## src/rtl/divider_16bit.sv

```systemverilog
// Multi-cycle unsigned restoring divider: one quotient bit per clock behind a
// start/done handshake, with an explicit divide-by-zero result.
module divider_16bit #(
    parameter int WIDTH = 16
) (
    input  logic             clk,
    input  logic             rst_n,
    input  logic             start,
    input  logic [WIDTH-1:0] dividend,
    input  logic [WIDTH-1:0] divisor,
    output logic             busy,
    output logic             done,
    output logic [WIDTH-1:0] quotient,
    output logic [WIDTH-1:0] remainder,
    output logic             div_by_zero
);

    localparam int CW = $clog2(WIDTH);
    localparam logic [CW-1:0] LAST = CW'(WIDTH - 1);

    typedef enum logic [1:0] {IDLE, RUN, DONE} state_t;

    state_t           state;
    logic [WIDTH-1:0] rem_reg;   // partial remainder; always < divisor between iterations
    logic [WIDTH-1:0] work;      // dividend bits shift out as quotient bits shift in
    logic [WIDTH-1:0] dvsr;
    logic [CW-1:0]    count;

    logic [WIDTH:0]   shifted;
    logic [WIDTH:0]   trial;
    logic             q_bit;
    logic [WIDTH-1:0] next_rem;
    logic [WIDTH-1:0] next_work;

    // NOTE: every always_comb output is assigned unconditionally, so no latch can be inferred.
    always_comb begin
        shifted   = {rem_reg, work[WIDTH-1]};
        trial     = shifted - {1'b0, dvsr};
        q_bit     = ~trial[WIDTH];
        next_rem  = q_bit ? trial[WIDTH-1:0] : shifted[WIDTH-1:0];
        next_work = {work[WIDTH-2:0], q_bit};
    end

    // NOTE: sequential state uses non-blocking assignments so all registers update together at the edge.
    always_ff @(posedge clk or negedge rst_n) begin
        if (!rst_n) begin
            state       <= IDLE;
            busy        <= 1'b0;
            done        <= 1'b0;
            quotient    <= '0;
            remainder   <= '0;
            div_by_zero <= 1'b0;
            rem_reg     <= '0;
            work        <= '0;
            dvsr        <= '0;
            count       <= '0;
        end else begin
            done <= 1'b0;
            case (state)
                IDLE, DONE: begin
                    state <= IDLE;
                    busy  <= 1'b0;
                    if (start) begin
                        dvsr <= divisor;
                        work <= dividend;
                        if (divisor != '0) begin
                            rem_reg <= '0;
                            count   <= '0;
                            busy    <= 1'b1;
                            state   <= RUN;
                        end else begin
                            quotient    <= '1;
                            remainder   <= dividend;
                            div_by_zero <= 1'b1;
                            done        <= 1'b1;
                            state       <= DONE;
                        end
                    end
                end
                RUN: begin
                    rem_reg <= next_rem;
                    work    <= next_work;
                    count   <= count + 1'b1;
                    if (count == LAST) begin
                        quotient    <= next_work;
                        remainder   <= next_rem;
                        div_by_zero <= 1'b0;
                        busy        <= 1'b0;
                        done        <= 1'b1;
                        state       <= DONE;
                    end
                end
                default: state <= IDLE;
            endcase
        end
    end

endmodule

```

## config.mk

```make
export PLATFORM = sky130hd
export DESIGN_NAME = divider_16bit
export DESIGN_NICKNAME = d
export VERILOG_FILES = /design/src/rtl/divider_16bit.sv
export SDC_FILE = /design/constraint.sdc
export NUM_CORES = 1
export LEC_CHECK = 0
export ABC_CLOCK_PERIOD_IN_PS = 3100
export CORE_AREA = 5 5 112 114
export CTS_CLUSTER_SIZE = 40
export DETAILED_ROUTE_END_ITERATION = 8
export DIE_AREA = 0 0 117 119
export SETUP_SLACK_MARGIN = 0.15
export SLEW_MARGIN = 20
export SYNTH_ARGS = -nofsm -noshare
export SYNTH_HDL_FRONTEND = slang
export SYNTH_SLANG_ARGS = --single-unit
```

## constraint.sdc

```tcl
create_clock -name clk -period 3.1 [get_ports clk]
set_clock_uncertainty 0.05 [all_clocks]
set_input_delay 0.62 -clock clk [delete_from_list [all_inputs] [get_ports clk]]
set_output_delay 0.62 -clock clk [all_outputs]
set_load 0.02 [all_outputs]
```

# After elaboration in Yosys (flattened, before gate mapping)
# Cells that the tools add are included.
# word_totals
register_bits	89
input_bits	35
# op_classes
n_addsub	2
n_eq_ne	7
n_mux	32
n_bitwise	1
n_reduce_logical	9
# ops
operator	n
16-bit two-way mux	10
16-bit case mux with 2 select lines	4
17-bit by 16-bit subtractor with 17-bit output	1
16-bit nonzero test	1
1-bit two-way mux	8
4-bit two-way mux	2
2-bit != test, second input constant	4
4-bit case mux with 2 select lines	1
2-bit two-way mux	3
1-bit case mux with 2 select lines	3
2-bit AND reduction	3
4-bit by 1-bit adder with 4-bit output, second input constant	1
4-bit == test, second input constant	1
2-bit case mux with 2 select lines	1
4-bit AND reduction	1
3-bit AND reduction	1
2-bit by 1-bit == test with 1-bit output, second input constant	1
2-bit == test, second input constant	1
2-bit logical NOT	1
2-bit nonzero test	1
2-bit OR reduction	1
1-bit NOT	1

# Depth between registers and ports, before layout
# depth
word_depth	4
depth_mapped	12

# Worst setup path after synthesis
# No wires, ideal clock.
# synth_timing
path_type	flip-flop to flip-flop
startpoint	register work[15]
endpoint	register remainder[9]
arrival_ps	2487
slack_ps	424
path_stages_with_launch	13
n_path_buf	2
synth_period_minus_slack_ps	2676
path_cell_list	dfrtp_1 inv_1 ha_1 fa_1 nor2b_4 o31a_4 o31ai_4 o21a_2 o311ai_2 buf_6 buf_12 mux2i_1 o221ai_2
# synth_via
elab_chain_cells	4
# synth_lines
element	line	text
from (decl)	25	logic [WIDTH-1:0] work;
from (signal assigned)	65	work <= dividend;
from (signal assigned)	82	work <= next_work;
17-bit by 16-bit subtractor with 17-bit output	38	trial = shifted - {1'b0, dvsr};
16-bit two-way mux	40	next_rem = q_bit ? trial[WIDTH-1:0] : shifted[WIDTH-1:0];
16-bit two-way mux	84	if (count == LAST) begin
16-bit case mux with 2 select lines	59	case (state)
to (signal assigned)	73	remainder <= dividend;
to (signal assigned)	86	remainder <= next_rem;
to (decl)	14	output logic [WIDTH-1:0] remainder,
# Every way passes these cells. The select of a mux whose other input is x is not followed.
# A chain may end at the register's enable or synchronous reset.

# Final worst setup path
# layout_timing
startpoint	register dvsr[0]
endpoint	register remainder[5]
# layout_via
elab_chain_cells	4
# layout_lines
element	line	text
from (decl)	26	logic [WIDTH-1:0] dvsr;
from (signal assigned)	64	dvsr <= divisor;
17-bit by 16-bit subtractor with 17-bit output	38	
16-bit two-way mux	40	
16-bit two-way mux	84	
16-bit case mux with 2 select lines	59	
# Every way passes these cells. The select of a mux whose other input is x is not followed.

==> flow_metrics.py <==
metrics = {
    "drt": {
        "vias": 4060,
        "wl_per_cell_um": 17.1,
        "ant_nets": 0,
        "drc": 0,
        "drt_iter0_drc": 228,
        "drt_wl_total_mm": 12.7,
        "viasPerCell": 5.48,
        "drtPass1Iterations": 4,
    },
    "floorplan": {
        "core_um2": 11300,
        "pin_count": 70,
        "die_w_um": 117,
        "die_area_um2": 13900,
        "fp-row-count": 39,
        "die_y_um": 119,
        "initial_core_util": 0.416,
    },
    "grt": {
        "antenna_found_initial": 0,
        "grt-ovfl-total": 0,
        "grt_first_pass_wirelength_mm": 20.9,
        "grt_use_total": 0.190,
        "grt_max_degree": 57,
        "grt_pass1_vias": 3986,
    },
    "clocking": {
        "insertion_delay_ns": 0.34,
        "numCtsBuffers": 9,
        "cts_tree": "yes",
        "path_clk_slew_ns": 0.06,
        "cts_sinks": 89,
        "cts-root-buf": "clkbuf_16",
        "cts.path.max_buffers": 2,
        "htreeDepth": 3,
    },
    "worst_hold_path": {
        "worstHoldPathType": "in -> async",
    },
    "yosys": {
        "ys_warn_count": 0,
        "synth_ff_type": "dfrtp_1",
        "synth_fp_nets": 575,
        "synth_seq_cells": 89,
        "ys_async_sr_fraction": 1.00,
        "ys_seq_area_frac": 0.473,
        "syn-mean-instance-area_um2": 9.01,
        "synthCells": 522,
        "synth_cell_type_count": 56,
        "syn-cell-area_um2": 4700,
        "synth_edf_count": 0,
    },
    "worst_setup_path": {
        "crit_path_start_kind": "register",
        "critPathKind": "reg -> reg",
        "crit_slowest_cell": "dfrtp_1",
        "slowest_delay_ns": 0.41,
        "critPathRequiredTime_ns": 3.27,
        "crit_buf_inv": 1,
        "path_cells": "ha_4, fa_2, nor2b_4, o31a_4, o31ai_4, o21a_2, o311ai_4, clkbuf_16, mux2i_2, a211oi_1",
        "arrival_ns": 3.06,
        "cp_max_fo": 8,
        "path_delay_family": "compound AO/OA/AOI/OAI gates",
        "setup.worst_path.end_class": "register",
    },
    "sta": {
        "relSlewSlack": 0.583,
        "tns_ns": 0,
        "worst_pin_slew_ns": 0.625,
        "finalHoldViolations": 0,
        "holdWs_ns": 0.254,
        "clock.fmax_mhz": 345,
        "period_minus_slack_ns": 2.90,
        "slew_violations": 0,
        "period_share": 0.935,
        "rsz0062_at_grt": "true",
        "setup_viol": 0,
        "layout_setup_ws_ns": 0.202,
    },
    "placed_design": {
        "portBuffers": 69,
        "dp_slack_ns": 0.165,
        "place_congestion": 0.810,
        "hpwl_mm": 9.00,
    },
    "cells_and_area": {
        "drive_gt1_frac": 0.112,
        "area_growth_pct": 29.2,
        "layout_common_cells": "nand2_1 (97), dfrtp_1 (89), clkdlybuf4s50_1 (68), nor2_1 (52), a21oi_1 (39)",
        "antenna_cells": 0,
        "num-nets-final": 647,
        "final_common_cell": "nand2_1",
    },
    "flow_run": {
        "drv_cap": 0,
    },
    "run_status": {
        "status": "complete, no violations",
    },
}
==> metrics by stage <==
| stage | cell area, µm² | util | cells |
|---|---|---|---|
| final | 6080 | 0.537 | 741 |
| after global routing | 6080 | 0.537 | 741 |
| after CTS | 5920 | 0.523 | 735 |
| after detailed placement | 5590 | 0.494 | 720 |
| after global placement | 5590 | 0.494 | 720 |
| after floorplan | 4700 | - | 522 |
==> cell families (layout without fill, tap and decap cells) <==
logic type      count (synthesis)  after routing  synth area share
simple gates                  190            190             0.174
compound gates                151            151             0.209
flops                          89             89             0.473
buf+inv                        51            127            0.0465
fa+ha+maj                      18             18            0.0495
mux                            16             16            0.0351
xor+xnor                        7              7            0.0130
==> cells in the mapped netlist, drive strengths merged, types with 3 or more instances <==
master | count | area share
inv | 24 | 0.019
o21ai | 52 | 0.055
nor3 | 7 | 0.0074
dfrtp | 89 | 0.47
nor2b | 4 | 0.0069
nor4 | 5 | 0.0066
nand4 | 3 | 0.0040
nand3 | 5 | 0.0053
nand2 | 97 | 0.077
a21o | 3 | 0.0048
xnor2 | 4 | 0.0074
buf | 5 | 0.0098
a21oi | 39 | 0.041
mux2i | 15 | 0.032
ha | 17 | 0.045
o31ai | 6 | 0.013
o211ai | 3 | 0.0058
nor2 | 52 | 0.041
o21a | 4 | 0.0066
clkbuf | 22 | 0.018
o221ai | 7 | 0.016
xor2 | 3 | 0.0056
or3 | 6 | 0.0090
a211oi | 6 | 0.0096
a31oi | 17 | 0.023
==> area by class of cell <==
class / count / area (µm²)
Fill cell: 1070 / 5240
Multi-Input combinational cell: 382 / 2380
Sequential cell: 89 / 2230
Timing Repair Buffer: 88 / 886
Clock buffer: 11 / 243
Tap cell: 143 / 179
Inverter: 24 / 90.1
Clock inverter: 4 / 76.3
==> per-layer routing <==
layer / share of wire / vias to the layer above / global-route usage
met2: 0.45 / 105 / 0.278
met4: 0.020 / 0 / 0.0695
met5: 0 / - / 0
met1: 0.47 / 1967 / 0.276
li1: - / 1973 / -
met3: 0.056 / 15 / 0.0411
==> what timing repair did <==
item	4_1_cts	5_1_grt
setup endpoints to repair	1	29
setup buffers	0	5
gates resized for setup	1	22
hold buffers	0	0
hold endpoints to repair	0	0
cloned	0	1
pin swaps	0	7
==> worst paths after layout <==
path	endpoint	slack [ns]	cells after the start	startpoint
worst max-delay path	remainder[5]	0.20	10	dvsr[0]
worst min-delay path	dvsr[13]	0.25	1	rst_n
worst max register to register	remainder[5]	0.20	10	dvsr[0]
worst min register to register	div_by_zero	0.43	1	div_by_zero
max in group asynchronous	rem_reg[8]	2.09	2	rst_n
min in group clk	div_by_zero	0.43	1	div_by_zero
Power is left out: the tool's default activity adds up to more than one toggle a clock period on the data nets, which glitch-free logic cannot reach.
